<file path="config.mk">
export PLATFORM = sky130hd
export DESIGN_NAME = wb_stage_reg
export DESIGN_NICKNAME = d
export VERILOG_FILES = /design/src/rtl/mips_pkg.sv /design/src/rtl/load_extend.sv /design/src/rtl/wb_stage_reg.sv
export SDC_FILE = /design/constraint.sdc
export NUM_CORES = 1
export LEC_CHECK = 0
export CELL_PAD_IN_SITES_DETAIL_PLACEMENT = 0
export CELL_PAD_IN_SITES_GLOBAL_PLACEMENT = 1
export CORE_MARGIN = 2
export CORE_UTILIZATION = 33
export CTS_CLUSTER_DIAMETER = 80
export DETAILED_ROUTE_END_ITERATION = 10
export GPL_TIMING_DRIVEN = 0
export PLACE_DENSITY = 0.8
export SYNTH_ARGS = -nofsm -noshare
export SYNTH_HDL_FRONTEND = slang
export SYNTH_SLANG_ARGS = --single-unit
</file>
<file path="constraint.sdc">
create_clock -name clk -period 1.8 [get_ports clk]
set_input_delay 0.36 -clock clk [delete_from_list [all_inputs] [get_ports clk]]
set_output_delay 0.36 -clock clk [all_outputs]
set_load 0.02 [all_outputs]
</file>
<file path="src/rtl/mips_pkg.sv">
// Shared encodings for the MIPS pipeline.
// Write-back source, destination select and load-type codes.
package mips_pkg;

  typedef enum logic [1:0] {
    WB_ALU  = 2'd0,
    WB_MEM  = 2'd1,
    WB_LINK = 2'd2
  } wb_sel_e;

  typedef enum logic [1:0] {
    DST_RT   = 2'd0,
    DST_RD   = 2'd1,
    DST_LINK = 2'd2
  } dst_sel_e;

  typedef enum logic [2:0] {
    LD_WORD = 3'd0,
    LD_B    = 3'd1,
    LD_BU   = 3'd2,
    LD_H    = 3'd3,
    LD_HU   = 3'd4
  } ld_type_e;

endpackage

</file>
<file path="src/rtl/load_extend.sv">
// Load lane extraction with sign/zero extension.
// Ports: rdata (raw word), off (byte offset), ld_type -> ext.
module load_extend
  import mips_pkg::*;
#(
  parameter  int DW = 32,
  localparam int BO = $clog2(DW / 8)
) (
  input  logic [DW-1:0] rdata,
  input  logic [BO-1:0] off,
  input  logic [2:0]    ld_type,
  output logic [DW-1:0] ext
);

  logic [BO+2:0] w_bsh;
  logic [BO+2:0] w_hsh;
  logic [7:0]    w_byte;
  logic [15:0]   w_half;

  // Halfword lane ignores off[0]; misaligned halves are not trapped.
  assign w_bsh  = {off, 3'b000};
  assign w_hsh  = {off[BO-1:1], 4'b0000};
  assign w_byte = rdata[w_bsh +: 8];
  assign w_half = rdata[w_hsh +: 16];

  always_comb begin
    ext = rdata;
    case (ld_type)
      LD_B:  ext = {{(DW-8){w_byte[7]}}, w_byte};
      LD_BU: ext = {{(DW-8){1'b0}}, w_byte};
      LD_H:  ext = {{(DW-16){w_half[15]}}, w_half};
      LD_HU: ext = {{(DW-16){1'b0}}, w_half};
      default: ext = rdata;
    endcase
  end

endmodule

</file>
<file path="src/rtl/wb_stage_reg.sv">
// MEM/WB pipeline register, write-back select and retire counter.
// In: clk, reset(n), stall, flush, m_*. Out: wb_valid/we/a3/wd3, retire_cnt.
module wb_stage_reg
  import mips_pkg::*;
#(
  parameter int DW       = 32,
  parameter int AW       = 5,
  parameter int LINK_REG = 31,
  parameter int CNTW     = 32
) (
  input  logic            clk,
  input  logic            reset,
  input  logic            stall,
  input  logic            flush,
  input  logic            m_valid,
  input  logic            m_reg_we,
  input  logic [1:0]      m_wb_sel,
  input  logic [1:0]      m_dst_sel,
  input  logic [2:0]      m_ld_type,
  input  logic [AW-1:0]   m_rt,
  input  logic [AW-1:0]   m_rd,
  input  logic [DW-1:0]   m_alu_result,
  input  logic [DW-1:0]   m_dm_rdata,
  input  logic [DW-1:0]   m_pc,
  output logic            wb_valid,
  output logic            wb_we,
  output logic [AW-1:0]   wb_a3,
  output logic [DW-1:0]   wb_wd3,
  output logic [CNTW-1:0] retire_cnt
);

  localparam int BO = $clog2(DW / 8);

  logic [DW-1:0]   w_ext;
  logic [DW-1:0]   w_link;
  logic [DW-1:0]   w_wd;
  logic [AW-1:0]   w_a3;
  logic            w_we;

  logic            r_valid;
  logic            r_we;
  logic [AW-1:0]   r_a3;
  logic [DW-1:0]   r_wd;
  logic [CNTW-1:0] r_cnt;

  load_extend #(.DW(DW)) u_ext (
    .rdata   (m_dm_rdata),
    .off     (m_alu_result[BO-1:0]),
    .ld_type (m_ld_type),
    .ext     (w_ext)
  );

  assign w_link = m_pc + DW'(8);

  always_comb begin
    w_a3 = m_rt;
    case (m_dst_sel)
      DST_RD:   w_a3 = m_rd;
      DST_LINK: w_a3 = AW'(LINK_REG);
      default:  w_a3 = m_rt;
    endcase
  end

  always_comb begin
    w_wd = m_alu_result;
    case (m_wb_sel)
      WB_MEM:  w_wd = w_ext;
      WB_LINK: w_wd = w_link;
      default: w_wd = m_alu_result;
    endcase
  end

  // Register 0 is hardwired; never request a write to it.
  assign w_we = m_valid & m_reg_we & (w_a3 != '0);

  always_ff @(posedge clk or negedge reset) begin
    if (!reset) begin
      r_valid <= 1'b0;
      r_we    <= 1'b0;
      r_a3    <= '0;
      r_wd    <= '0;
      r_cnt   <= '0;
    end else if (flush) begin
      r_valid <= 1'b0;
      r_we    <= 1'b0;
      r_a3    <= '0;
      r_wd    <= '0;
    end else if (!stall) begin
      r_valid <= m_valid;
      r_we    <= w_we;
      r_a3    <= w_a3;
      r_wd    <= w_wd;
      if (m_valid) r_cnt <= r_cnt + CNTW'(1);
    end
  end

  assign wb_valid   = r_valid;
  assign wb_we      = r_we;
  assign wb_a3      = r_a3;
  assign wb_wd3     = r_wd;
  assign retire_cnt = r_cnt;

endmodule
</file>
==> impl_metrics.tcl, run 1 <==
set metrics [dict create \
    status "completed" \
    drtPass1Iterations 5 \
    tightestPinTransition_ns 0.773 \
    drtIter0Drc 480 \
    clkTransAtPathRegs_ns 0.06 \
    grt_max_degree 41 \
    core_mm2 0.0153 \
    grt_pass1_vias 5803 \
    dp_hpwl_um 17600 \
    syn_area_mm2 0.00518 \
    wirelength_um 23100 \
    placed_area_mm2 0.00738 \
    rsz0062_at_grt "yes" \
    wl_per_cell_um 22.2 \
    design_power_total_mw 5.55 \
    drive_above_1_share 0.214 \
    cts_root_buf "clkbuf_16" \
    slew_violations 0 \
    yosysTopAreaCellShare 0.343 \
    routabilityCongestion 0.974 \
    synth_seq_area_share 0.343 \
    worst_path_most_repeated_cell "buf_12" \
    dieArea_mm2 0.0167 \
    synth_top_area_cell "dfrtp_1" \
    die_y_um 129 \
    critPathMaxStageDelay_ns 0.57 \
    antenna_left 0 \
    leakagePower_nw 3.52 \
    hold_viol_final 0 \
    clk_path_buf_depth 2 \
    period_needed_ns 1.78 \
    start_util 0.340 \
    stdcell_area_mm2 0.00836 \
    path_max_fanout 7 \
    via_per_inst 5.65 \
    synth_cells 609 \
    synth-seq-cells 71 \
    cts-buffers-inserted 9 \
    synth_nets 734 \
    crit_family "buffers and inverters" \
    vias 5894 \
    cp.arrival_ns 1.98 \
    drc 0 \
    overflow 0 \
    whs_ns 0.366 \
    cp.buffers_inverters 5 \
    track_usage 0.273 \
    start_kind "input pin" \
    ys.flop_type "dfrtp_1" \
    fin_crit_sh 0.991 \
    yosys_warnings 0 \
    layoutNonFillerInstCount 1043 \
    n_fill_cell 1437 \
    htree_levels 3 \
    ioPinCount 190 \
    crit_type "in -> reg" \
    cp.required_ns 1.99 \
    maxCapViolCount 0 \
    slowest_stage "mux4_2" \
    numPortBuffers 185 \
    clk_latency_ns 0.34 \
    grt_antenna_before_repair 0 \
    fmax_mhz 561 \
    area_delta_synth_final_pct 61.4 \
    antenna_cells 0 \
    max-slew-margin-rel 0.485 \
    cts.sinks 71 \
    final_util 0.548 \
    place_inst 1006 \
    die_x_um 129 \
    synth_area_per_cell_um2 8.51 \
    setup_viol 0 \
    synth_edf_count 0 \
    cts_tree "yes" \
    crit_path_end_kind "flip-flop" \
    synthTopCellsByArea "dfrtp_1 (34%), xnor2_1 (6.4%), a21oi_1 (5.1%), o21ai_0 (3.8%), nand2_1 (3.5%)" \
    nets 952 \
    worstPathCellList "buf_12, mux4_2, buf_6, nor3_4, nor3_4, buf_12, buf_6, buf_12, o21ai_2, a211oi_2" \
    vdd_ir_drop_max_mv 0.465 \
    synth_cell_type_count 68 \
    skew_ns 0.00856 \
    grt_pass1_wl_um 34500 \
    hp-class "in -> reg" \
    rows 45 \
    async_flop_share 1.00 \
    p_per_area_mw_per_mm2 664 \
]
## final timing paths
| kind | depth (start not counted) | from | slack (ns) | endpoint |
|---|---|---|---|---|
| max | 10 | m_alu_result[1] | 0.02 | wb_wd3[17] |
| min | 3 | m_dm_rdata[23] | 0.37 | wb_wd3[23] |
| max reg2reg | 6 | retire_cnt[2] | 0.12 | retire_cnt[31] |
| min reg2reg | 1 | retire_cnt[31] | 0.46 | retire_cnt[31] |
| max in group asynchronous | 3 | reset | 0.71 | wb_wd3[30] |
| min in group asynchronous | 2 | reset | 0.51 | retire_cnt[28] |
## through the flow
step | TNS (ns) | setup WS [ns]
finish | 0 | 0.0170
global route | -0.137 | -0.0404
CTS | -0.0987 | -0.0705
detailed placement | -46.41 | -1.19
global placement | -193.43 | -2.12
floorplan | -0.273 | -0.149
## cell families (layout without fill, tap and decap cells)
group                      Yosys count  after routing  share of synthesized area
AOI/OAI and AO/OA                  189            189                      0.247
xor gates and xnor gates            48             48                     0.0811
adders and majority gates            6              6                     0.0145
buffers and inverters               69            292                     0.0565
DFF                                 71             71                      0.343
muxes                               20             20                     0.0430
and+or+nand+nor                    206            206                      0.215
## cell usage in the layout, fill, tap and decap left out, types with 6 or more instances in the layout
master,count
o21ai_1,12
a31oi_1,7
and3_1,9
dlygate4sd2_1,12
xor2_1,10
buf_2,16
dfrtp_1,71
o21a_1,8
inv_1,21
clkbuf_1,8
nand3_1,24
buf_6,11
o31ai_1,6
o21ai_0,23
clkbuf_2,12
a2111oi_2,11
nor2_1,29
mux2_2,8
nor2b_1,10
nand4_1,16
nand2_1,49
o21ai_2,6
clkbuf_16,9
buf_4,29
buf_12,6
dlymetal6s2s_1,11
nor4_1,6
a21oi_1,51
xnor2_1,38
nor3_1,9
clkdlybuf4s50_1,136
mux2i_1,11
o221ai_1,10
## what timing repair did
action | CTS | global route
pin swaps | 23 | 27
endpoints found under the setup margin | 55 | 48
buffers inserted | 17 | 10
gates cloned | 0 | 1
resized for setup | 178 | 100
hold buffers | 1 | 0
endpoints found under the hold margin | 31 | 0
## registers in the layout, summed over array words and instances, names as in the netlist
| register | flops |
|---|---|
| wb_a3 | 5 |
| retire_cnt | 32 |
| wb_wd3 | 32 |
| wb_valid | 1 |
| wb_we | 1 |
## tightest hold or removal path, cell delays in order
cell and delay [ns]:
buf_6 0.11, o21ai_2 0.12, a31oi_1 0.07
## power by group
part / leakage [nW] / total, mW / switching, mW / internal, mW
logic: 2.41 / 1.73 / 0.918 / 0.815
clock network: 0.149 / 1.98 / 0.758 / 1.22
registers: 0.956 / 1.84 / 0.124 / 1.71
total: 3.52 / 5.55 / 1.80 / 3.75
## Yosys cell counts (8+ instances only)
cell and number:
mux2i_1 11, and4_1 9, nor3_1 11, nand4_1 16, nor2_1 30, xor2_1 10
inv_1 23, o21a_1 8, a21oi_1 53, nor2b_1 11, xnor2_1 38, a2111oi_0 8
clkbuf_1 31, nand2_1 49, dfrtp_1 71, o21ai_0 39, nand3_1 26, o221ai_1 11
mux2_2 8, nor4_1 11, and3_1 11
## cell type report
cell class / instances / area [um^2] / area share
clock inverter: 6 / 92.6 / 0.0111
multi-input combinational: 469 / 3550 / 0.424
sequential: 71 / 1780 / 0.212
timing repair buffer: 215 / 2070 / 0.247
inverter: 23 / 90.1 / 0.0108
buffer: 38 / 293 / 0.0350
clock buffer: 10 / 229 / 0.0274
tap: 211 / 264 / 0.0316
## metal layers
layer  GRT usage  vias to the layer above  wire, um
met3      0.0467                       39      1840
met5           0                        -         0
met2       0.426                      270     10800
li1            -                     2710         -
met1       0.384                     2875      9950
met4      0.0889                        0       571
No activity file was read; power rests on OpenSTA's default activity.
==> run 2: changes to the inputs <==
--- a/config.mk
+++ b/config.mk
@@ -5,6 +5,7 @@
 export SDC_FILE = /design/constraint.sdc
 export NUM_CORES = 1
 export LEC_CHECK = 0
+export ABC_CLOCK_PERIOD_IN_PS = 1800
 export CELL_PAD_IN_SITES_DETAIL_PLACEMENT = 0
 export CELL_PAD_IN_SITES_GLOBAL_PLACEMENT = 1
 export CORE_MARGIN = 2
@@ -12,7 +13,7 @@
 export CTS_CLUSTER_DIAMETER = 80
 export DETAILED_ROUTE_END_ITERATION = 10
 export GPL_TIMING_DRIVEN = 0
-export PLACE_DENSITY = 0.8
+export PLACE_DENSITY = 0.93
 export SYNTH_ARGS = -nofsm -noshare
 export SYNTH_HDL_FRONTEND = slang
 export SYNTH_SLANG_ARGS = --single-unit
==> run 2 against run 1 <==
Effect of this change:
- the run now ends with setup timing left
- final area shrank 1.3%
- routed wire length shrank 6.9%
- utilization shrank 0.71 points
- die area is the same
- worst setup slack lost 0.032 ns
- hold slack gained 0.035 ns
- clock-buffer cell count grew 2
- clock skew shrank 0.00073 ns
==> impl_metrics.tcl, run 2 (same netlist as run 1, synthesis figures left out) <==
set metrics [dict create \
    final_common_cell "clkdlybuf4s50_1" \
    slowest_stage "o311a_4" \
    core_mm2 0.0153 \
    p_seq_frac 0.341 \
    period_needed_ns 1.82 \
    cp.required_ns 2.00 \
    hp-class "in -> reg" \
    cts_tree "yes" \
    wirelength_um 21500 \
    vias 5997 \
    p_sw_mw 1.73 \
    cts_root_buf "clkbuf_16" \
    rsz0062_at_grt "yes" \
    violations "setup timing" \
    clk_path_buf_depth 2 \
    hold_viol_final 0 \
    die_y_um 129 \
    path_max_fanout 5 \
    skew_ns 0.00783 \
    leakagePower_nw 3.42 \
    whs_ns 0.401 \
    n_fill_cell 1395 \
    maxCapViolCount 0 \
    cp.arrival_ns 2.02 \
    dp_slack_ns -1.02 \
    crit_family "compound AO/OA/AOI/OAI gates" \
    routabilityCongestion 0.976 \
    numPortBuffers 185 \
    dieArea_mm2 0.0167 \
    sw_frac_of_total 0.324 \
    grt_max_degree 42 \
    drtIter0Drc 545 \
    pwr-share-clk 0.345 \
    drc 0 \
    fmax_mhz 551 \
    antenna_cells 0 \
    die_x_um 129 \
    p_per_area_mw_per_mm2 648 \
    grt_pass1_vias 5740 \
    cp.buffers_inverters 1 \
    htree_levels 3 \
    fin_ws_ns -0.0151 \
    track_usage 0.250 \
    start_kind "input pin" \
    power.internal_mw 3.62 \
    fin_crit_sh 1.01 \
    slew_violations 0 \
    vdd_ir_drop_max_mv 0.504 \
    area_delta_synth_final_pct 59.3 \
    grt_antenna_before_repair 0 \
    ioPinCount 190 \
    via_per_inst 5.76 \
    antenna_left 0 \
    layout_common_cells "clkdlybuf4s50_1 (140), dfrtp_1 (71), a21oi_1 (51), nand2_1 (47), xnor2_1 (38)" \
    design_power_total_mw 5.35 \
    start_util 0.340 \
    rows 45 \
    cts-buffers-inserted 9 \
    worstPathCellList "dlygate4sd2_1, nand4_1, o311a_4, a2111oi_4, a2111oi_2" \
    grt_pass1_wl_um 32000 \
    reg2reg_slack_ns 0.15 \
    nets 951 \
    drive_above_1_share 0.209 \
    clkTransAtPathRegs_ns 0.06 \
    cts.sinks 71 \
    wl_per_cell_um 20.7 \
    crit_path_end_kind "flip-flop" \
    max-slew-margin-rel 0.549 \
    crit_type "in -> reg" \
    drtPass1Iterations 5 \
    clk_latency_ns 0.33 \
    power_frac_comb 0.314 \
    status "complete, but fails checks" \
    setup_viol 1 \
    overflow 0 \
    critPathMaxStageDelay_ns 0.46 \
    dp_hpwl_um 16200 \
    tightestPinTransition_ns 0.676 \
]
[run 2: layer usage]
layer | share of wire | track usage
met1 | 0.42 | 0.344
met2 | 0.45 | 0.389
met3 | 0.095 | 0.0450
met4 | 0.034 | 0.100
met5 | 0 | 0
[run 2: power groups by stage]
stage	Sequential, mW	Clock (mW)	Combinational, mW
global placement	1.84	0	1.52
detailed placement	1.85	0	1.53
floorplan	1.98	0	0.581
global route	1.84	1.92	1.78
finish	1.82	1.84	1.68
CTS	1.82	1.85	1.59
[run 2: worst reg2reg max path, cell delays in order, from the launching register on]
cell,delay [ns]
dfrtp_1,0.37
and4bb_2,0.28
and4_1,0.19
clkbuf_4,0.19
and2_1,0.23
nand4_1,0.13
xnor2_1,0.14
[run 2: path summary, 6_finish.rpt]
check / startpoint / endpoint / cells past startpoint
max in group asynchronous: reset / retire_cnt[25] / 3
setup reg to reg: retire_cnt[2] / retire_cnt[19] / 6
min in group asynchronous: reset / wb_wd3[21] / 2
hold / removal: m_pc[18] / wb_wd3[18] / 3
hold reg to reg: retire_cnt[31] / retire_cnt[31] / 1
setup / recovery: m_pc[24] / wb_wd3[27] / 5
[run 2: timing repair]
item                       CTS  global route
buffers inserted            13            13
hold endpoints to repair    30             0
resized for setup          167            97
hold buffers                 1             0
setup endpoints to repair   49            50
pin swaps                   17            23
[run 2: cell type report]
type / instances / area [um^2] / share of cell area
sequential: 71 / 1780 / 0.215
buffer: 39 / 288 / 0.0349
multi-input combinational: 469 / 3530 / 0.428
clock inverter: 4 / 53.8 / 0.00652
tap: 211 / 264 / 0.0320
inverter: 23 / 90.1 / 0.0109
clock buffer: 12 / 246 / 0.0299
timing repair buffer: 213 / 2010 / 0.243
[run 2: per-stage QoR]
| step | setup TNS, ns | std cells | instance area (um^2) | utilization |
|---|---|---|---|---|
| after floorplan | -0.273 | 609 | 5250 | - |
| after detailed placement | -39.23 | 1006 | 7380 | 0.484 |
| after CTS | 0 | 1031 | 8020 | 0.525 |
| after global routing | -0.0899 | 1042 | 8260 | 0.541 |
| after global placement | -196.85 | 1005 | 7370 | 0.483 |
| final | -0.0151 | 1042 | 8260 | 0.541 |
